**config.mk**
```make
export PLATFORM = sky130hd
export DESIGN_NAME = tri_debug_trace_capture
export DESIGN_NICKNAME = d
export VERILOG_FILES = /design/src/rtl/tri_debug_pkg.sv /design/src/rtl/tri_debug_trace_ram.sv /design/src/rtl/tri_debug_trace_capture.sv
export SDC_FILE = /design/constraint.sdc
export NUM_CORES = 2
export LEC_CHECK = 0
export CORE_MARGIN = 2
export CORE_UTILIZATION = 30
export DETAILED_ROUTE_END_ITERATION = 10
export PLACE_DENSITY = 0.41
export SLEW_MARGIN = 0
export SYNTH_ARGS = -nofsm -noshare
export SYNTH_HDL_FRONTEND = slang
export SYNTH_HIERARCHICAL = 1
export SYNTH_SLANG_ARGS = --single-unit
```
**constraint.sdc**
```tcl
create_clock -name clk -period 6.6 [get_ports clk]
set_input_delay 1.32 -clock clk [delete_from_list [all_inputs] [get_ports clk]]
set_output_delay 1.32 -clock clk [all_outputs]
set_load 0.05 [all_outputs]
```
**src/rtl/tri_debug_pkg.sv**
```systemverilog
// Shared types and constants for the debug trace capture endpoint.
// Holds the capture state encoding, coretrace control bit positions and timestamp width.
package tri_debug_pkg;

  typedef enum logic [1:0] {
    ST_IDLE  = 2'd0,
    ST_ARMED = 2'd1,
    ST_POST  = 2'd2,
    ST_DONE  = 2'd3
  } cap_state_t;

  localparam int QUAL     = 0;
  localparam int EXT_TRIG = 1;
  localparam int TS_W     = 16;

endpackage

```
**src/rtl/tri_debug_trace_ram.sv**
```systemverilog
// Trace buffer storage: one write port, one read port with a registered, enable-held output.
// Read latency 1; output clears on rst and otherwise holds when rd_en is low.
module tri_debug_trace_ram #(
  parameter int WIDTH = 32,
  parameter int DEPTH = 64,
  parameter int AW    = $clog2(DEPTH)
) (
  input  logic             clk,
  input  logic             rst,
  input  logic             wr_en,
  input  logic [AW-1:0]    wr_addr,
  input  logic [WIDTH-1:0] wr_data,
  input  logic             rd_en,
  input  logic [AW-1:0]    rd_addr,
  output logic [WIDTH-1:0] rd_data
);

  logic [WIDTH-1:0] r_mem [DEPTH];
  logic [WIDTH-1:0] r_rd_data;

  always_ff @(posedge clk) begin
    if (wr_en) begin
      r_mem[wr_addr] <= wr_data;
    end
  end

  always_ff @(posedge clk) begin
    if (rst) begin
      r_rd_data <= '0;
    end else if (rd_en) begin
      r_rd_data <= r_mem[rd_addr];
    end
  end

  assign rd_data = r_rd_data;

endmodule

```
**src/rtl/tri_debug_trace_capture.sv**
```systemverilog
// Debug trace capture: triggered circular buffer with post-trigger window and oldest-first readout.
// Read latency 1, one read per cycle; optional per-entry timestamp under TRI_DBG_CAPTURE_TIMESTAMP_EN.
module tri_debug_trace_capture import tri_debug_pkg::*; #(
  parameter int DBG_WIDTH = 32,
  parameter int DEPTH     = 64,
  parameter int AW        = $clog2(DEPTH)
) (
  input  logic                 clk,
  input  logic                 rst,
  input  logic [DBG_WIDTH-1:0] trace_data_in,
  input  logic [3:0]           coretrace_ctrls_in,
  input  logic                 arm,
  input  logic                 stop,
  input  logic [DBG_WIDTH-1:0] trig_mask,
  input  logic [DBG_WIDTH-1:0] trig_pattern,
  input  logic [AW-1:0]        post_trig_cnt,
  input  logic                 rd_req,
  output logic                 rd_valid,
  output logic [DBG_WIDTH-1:0] rd_data,
  output logic                 rd_empty,
  output logic                 busy,
  output logic                 triggered,
  output logic                 done,
  output logic [AW:0]          fill_cnt
`ifdef TRI_DBG_CAPTURE_TIMESTAMP_EN
  ,
  output logic [0:15]          rd_timestamp
`endif
);

`ifdef TRI_DBG_CAPTURE_TIMESTAMP_EN
  localparam int L_EXTRA = TS_W;
`else
  localparam int L_EXTRA = 0;
`endif
  localparam int        L_RW   = DBG_WIDTH + L_EXTRA;
  localparam logic [AW:0] L_FULL = (AW+1)'(DEPTH);

  cap_state_t r_state, w_next_state;
  logic [AW-1:0]   r_wr_ptr;
  logic [AW:0]     r_fill;
  logic            r_trig;
  logic [AW-1:0]   r_post_rem;
  logic [AW:0]     r_rd_cnt;
  logic            r_rd_valid;

  logic            w_capturing, w_qual, w_match, w_trig, w_we;
  logic            w_rd_empty, w_rd_fire;
  logic [AW-1:0]   w_rd_base, w_rd_addr;
  logic [L_RW-1:0] w_wr_word, w_rd_word;
  logic            w_unused_ctrls;

  assign w_unused_ctrls = ^coretrace_ctrls_in[3:2];

  assign w_capturing = (r_state == ST_ARMED) || (r_state == ST_POST);
  assign w_qual      = coretrace_ctrls_in[QUAL] && w_capturing;
  assign w_match     = (trig_mask != '0) &&
                       ((trace_data_in & trig_mask) == (trig_pattern & trig_mask));
  assign w_trig      = (r_state == ST_ARMED) && w_qual &&
                       (w_match || coretrace_ctrls_in[EXT_TRIG]);
  // arm clears the buffer, so a sample arriving alongside it is discarded
  assign w_we        = w_qual && !arm;

  always_comb begin
    w_next_state = r_state;
    if (arm) begin
      w_next_state = ST_ARMED;
    end else begin
      case (r_state)
        ST_ARMED: begin
          if (w_trig && (post_trig_cnt != '0) && !stop) w_next_state = ST_POST;
          else if (w_trig || stop)                      w_next_state = ST_DONE;
        end
        ST_POST: begin
          if (stop || (w_qual && (r_post_rem == AW'(1)))) w_next_state = ST_DONE;
        end
        default: w_next_state = r_state;
      endcase
    end
  end

  always_ff @(posedge clk) begin
    if (rst) begin
      r_state <= ST_IDLE;
    end else begin
      r_state <= w_next_state;
    end
  end

  always_ff @(posedge clk) begin
    if (rst) begin
      r_wr_ptr   <= '0;
      r_fill     <= '0;
      r_trig     <= 1'b0;
      r_post_rem <= '0;
    end else if (arm) begin
      r_wr_ptr   <= '0;
      r_fill     <= '0;
      r_trig     <= 1'b0;
    end else if (w_we) begin
      r_wr_ptr <= r_wr_ptr + 1'b1;
      if (r_fill != L_FULL) r_fill <= r_fill + 1'b1;
      if (w_trig) begin
        r_trig     <= 1'b1;
        r_post_rem <= post_trig_cnt;
      end else if (r_state == ST_POST) begin
        r_post_rem <= r_post_rem - 1'b1;
      end
    end
  end

  // Once the buffer has wrapped, the oldest entry sits at the write pointer
  assign w_rd_base  = r_fill[AW] ? r_wr_ptr : '0;
  assign w_rd_addr  = w_rd_base + r_rd_cnt[AW-1:0];
  assign w_rd_empty = (r_state == ST_DONE) && (r_rd_cnt == r_fill);
  assign w_rd_fire  = rd_req && (r_state == ST_DONE) && !w_rd_empty && !arm;

  always_ff @(posedge clk) begin
    if (rst) begin
      r_rd_cnt   <= '0;
      r_rd_valid <= 1'b0;
    end else begin
      r_rd_valid <= w_rd_fire;
      if (arm)            r_rd_cnt <= '0;
      else if (w_rd_fire) r_rd_cnt <= r_rd_cnt + 1'b1;
    end
  end

`ifdef TRI_DBG_CAPTURE_TIMESTAMP_EN
  logic [TS_W-1:0] r_ts;

  always_ff @(posedge clk) begin
    if (rst) begin
      r_ts <= '0;
    end else begin
      r_ts <= r_ts + 1'b1;
    end
  end

  assign w_wr_word    = {r_ts, trace_data_in};
  assign rd_timestamp = w_rd_word[L_RW-1 -: TS_W];
`else
  assign w_wr_word    = trace_data_in;
`endif

  tri_debug_trace_ram #(
    .WIDTH (L_RW),
    .DEPTH (DEPTH),
    .AW    (AW)
  ) u_ram (
    .clk     (clk),
    .rst     (rst),
    .wr_en   (w_we),
    .wr_addr (r_wr_ptr),
    .wr_data (w_wr_word),
    .rd_en   (w_rd_fire),
    .rd_addr (w_rd_addr),
    .rd_data (w_rd_word)
  );

  assign rd_data   = w_rd_word[DBG_WIDTH-1:0];
  assign rd_valid  = r_rd_valid;
  assign rd_empty  = w_rd_empty;
  assign busy      = w_capturing;
  assign triggered = r_trig;
  assign done      = (r_state == ST_DONE);
  assign fill_cnt  = r_fill;

endmodule

```
==> results.txt <==
----------------------------------------------------
[Clock tree]
  Skew-Pair Late Insertion Delay ... 0.87 ns
  H-tree depth ... 4
  Cell at the root of the clock tree ... clkbuf_16
  CTS tree ... done
  Number of buffers added for setup after CTS ... 0
  Clock slew seen by the registers of the worst setup and hold paths ... 0.06 ns
  Buffer depth of the longest clock path ... 3
  Hold buffer count at cts ... 0
  Number of resized instances in the post-cts repair step ... 0
  Number of buffers added by the clock tree synthesis step ... 225
  Sinks on Clock Net ... 2110

[Route]
  Avg Vias per Cell ... 5.15
  Final wirelength ... 257 mm
  Number of vias after detailed routing ... 41800
  Antenna viol nets, final ... 0
  Final routed wire length divided by cell count ... 31.6 µm
  Detailed-routing iteration count for the pre-antenna-repair pass ... 5
  Post-route DRC violation count ... 0
  Initial DRC count ... 3997

[Worst hold path]
  Beginning of the worst hold path ... r_post_rem[5]$_SDFFE_PP0P_
  Hold/Removal Path Class ... flip-flop to flip-flop
  Endpoint with the worst hold slack ... r_post_rem[5]$_SDFFE_PP0P_
  Hold-critical path depth ... 2

[Logic synthesis]
  Flip-flop and latch count after synthesis ... 2110
  Sequential share of the synthesized area ... 76.6%
  Share of synthesized registers carrying an async set or reset ... 0%
  Number of instances in the synthesized netlist ... 3995
  Yosys cell types ... 67
  Dominant synthesized flop cell ... edfxtp_1
  Synthesized net count ... 4121
  Mean cell area of the mapped netlist ... 20.5 µm²
  Syn. warnings ... 6
  Netlist area before placement ... 81900 µm²
  Number of synthesized flops with an enable pin ... 2048

[STA]
  Final setup fails ... 0
  Final-layout setup total negative slack ... 0 ns
  Worst-Margin Slew ... 1.39 ns
  Number of hold violations in the final report ... 0
  Tightest slew margin relative to the limit ... 5.13%
  Number of max-slew violations in the final report ... 0
  RSZ-0062 raised after global routing ... false
  Highest attainable clock frequency ... 192 MHz
  Share of the clock period used by the worst path after layout ... 79.0%
  Skew final ... 0.0359 ns
  Final Worst Setup Slack ... 1.39 ns
  Time the final worst path needs with I/O delays and setup ... 5.21 ns

[Global routing]
  Fraction of met2 tracks used by global routing ... 28.7%
  Wire length of the first global-routing pass ... 353 mm
  GR Util met3 ... 3.67%
  Sum of overflow across all layers after global routing ... 0
  Initial antenna violation count ... 21
  Met1 GRT Util ... 25.9%
  Total global-route track usage ... 18.3%
  Busiest layer in global routing ... met2
  Vias in the first global route ... 42800
  Maximum number of pins on one net before global-route repair ... 106

[Placement]
  Post-DP HPWL ... 152 mm
  Worst setup timing slack at the placement stage ... 1.29 ns
  Routability cong. ... 0.754
  Cell count after placement ... 7690
  I/O Buffers ... 152

[Critical path]
  Cells along the critical path ... and2_1, ha_4, inv_1, fa_1, xnor2_2, buf_4, buf_12, mux4_2, o22ai_1, o21a_1, a2111oi_0, a221o_1
  Critical path fanouts, max ... 76
  Element type at the critical path start ... flip-flop
  Critical Path Sink Type ... flip-flop
  Reg-to-Reg Start ... r_wr_ptr[0]$_SDFFE_PP0P_
  Largest stage delay on the critical path ... 1.08 ns
  Category of the critical setup timing path ... flip-flop to flip-flop
  Cell with the largest stage delay on the worst path ... a2111oi_0
  Critical Path RT ... 7.39 ns
  Logic depth of the worst register-to-register path ... 12
  Worst reg-to-reg setup slack ... 1.39 ns
  Arrival @ worst endpoint ... 6.01 ns
  Worst R2R End ... u_ram/rd_data[8]$_SDFFE_PP0P_

[Run status]
  Outcome ... finished, final reports clean

[Floorplan]
  Area enclosed by the die boundary ... 277000 µm²
  Core area ... 271000 µm²
  Total I/O pin count ... 155
  Die extent in y ... 527 µm
  X dimension of the die ... 527 µm
  Effective utilization at floorplan ... 30.2%
  Site Rows ... 191

[Power]
  Leakage ... 28.5 nW
  Peak supply drop ... 0.296 mV
  Post-route total power ... 27.6 mW
  Pwr dens ... 287 nW/µm²

[Cells and area]
  Post-layout instance count excluding filler cells ... 8123
  Final cell utilization of the core ... 35.4%
  Net count reported at finish ... 4473
  Share of layout cells above drive strength 1 ... 23.6%
  Layout overhead on the synthesized area ... 17.3%

[Run]
  Max cap viols ... 0

----------------------------------------------------
layer usage:
metal | part of all wire [%] | wire length [µm] | vias to the layer above
met5 | 0 | 0 | -
met3 | 5.7 | 14600 | 301
met2 | 46 | 119000 | 1130
li1 | - | - | 17500
met4 | 2.1 | 5330 | 0
met1 | 46 | 118000 | 22900
final cells by class:
| type | instances | area (µm²) |
|---|---|---|
| diodes | 12 | 30.0 |
| clock buffers | 281 | 5940 |
| clock inverters | 140 | 1190 |
| fillers | 25200 | 175000 |
| inverters | 23 | 100 |
| multi-input cells | 1630 | 18500 |
| flip-flops and latches | 2110 | 62700 |
| well taps | 3570 | 4470 |
| repair buffers | 357 | 3150 |
where the power goes:
group	switching [mW]	internal [mW]
registers	0.0107	14.7
clock network	5.24	7.08
logic	0.390	0.128
placed cells by master, fill, tap and decap left out, drive strengths merged, types with 9 or more instances in the layout:
cell	n
diode	12
a22oi	63
and2	32
bufinv	19
mux2i	274
nor2b	12
ha	14
a311oi	9
a221oi	31
o22ai	82
a221o	26
a2111oi	19
edfxtp	2048
nor2	134
clkdlybuf4s50	120
o221ai	53
mux4	386
buf	237
o21a	18
xnor2	22
mux2	46
clkbuf	281
o21ai	65
nand4	27
nor4	13
a21oi	77
clkinv	115
xor2	39
dfxtp	62
nand3	24
inv	25
nand2	50
a31oi	39
registers in the layout, summed over array words and instances (netlist names):
name	flops
r_post_rem	6
r_state	2
u_ram/rd_data	32
r_wr_ptr	6
rd_valid	1
r_rd_cnt	7
fill_cnt	7
u_ram/r_mem	2048
triggered	1
logic make-up (layout without fill, tap and decap cells):
group / count (synthesis) / count (layout) / share of synthesized area [%]
multiplexers: 706 / 706 / 14.6
AO/OA/AOI/OAI: 514 / 514 / 4.38
flip-flops: 2110 / 2110 / 76.6
other: 0 / 12 / 0
XOR/XNOR: 61 / 61 / 0.652
AND/OR/NAND/NOR: 334 / 334 / 1.99
adder cells (fa/ha/maj): 15 / 15 / 0.238
buffers and inverters: 255 / 801 / 1.55
synthesized netlist by cell type (12+ instances only):
cell       number  area [µm²]
a21oi_1        77         385
xor2_1         39         342
o21ai_0        65         325
a221o_1        26         260
buf_4          31         233
a2111oi_0      19         166
xnor2_1        22         193
nor2b_1        12        75.1
nor2_1        133         499
nand3_1        24         120
a31oi_1        39         244
buf_6          14         158
and2_1         32         200
a221oi_1       31         272
mux2i_1       274        2740
nand2_1        50         188
mux4_2        386        8690
inv_1          19        71.3
o21a_1         18         135
dfxtp_1        62        1240
clkbuf_1      103         387
ha_1           14         175
edfxtp_1     2048       61500
o221ai_1       53         464
o22ai_1        82         513
nor4_1         12        75.1
a22oi_1        63         473
mux2_2         46         518
buf_2          70         350
buf_1          13        48.8
nand4_1        27         169
metrics by stage:
stage               hold slack [ns]  instance area (µm²)
floorplan                     0.466                81900
global placement              0.483                88900
detailed placement            0.487                88900
CTS                           0.495                96100
global route                  0.524                96100
finish                        0.492                96100
how the worst max path moves through the flow:
| stage | from | to | depth (start not counted) |
|---|---|---|---|
| finish | r_wr_ptr[0]$_SDFFE_PP0P_ | u_ram/rd_data[8]$_SDFFE_PP0P_ | 12 |
| global route | r_wr_ptr[0]$_SDFFE_PP0P_ | u_ram/rd_data[20]$_SDFFE_PP0P_ | 12 |
| CTS | r_wr_ptr[0]$_SDFFE_PP0P_ | u_ram/rd_data[8]$_SDFFE_PP0P_ | 12 |
| detailed placement | coretrace_ctrls_in[0] | u_ram/r_mem[35][10]$_DFFE_PP_ | 7 |
| global placement | coretrace_ctrls_in[0] | u_ram/r_mem[35][23]$_DFFE_PP_ | 7 |
| floorplan | coretrace_ctrls_in[0] | u_ram/r_mem[48][0]$_DFFE_PP_ | 7 |
critical path, delay by kind of cell (launching register included):
family	cells	cell delay, ns
AND/OR/NAND/NOR	1	0.24
multiplexers	1	0.36
flip-flops	1	0.63
adder cells (fa/ha/maj)	2	0.55
XOR/XNOR	1	0.81
AO/OA/AOI/OAI	4	1.65
buffers and inverters	3	0.75
No activity file was read; power rests on OpenSTA's default activity.
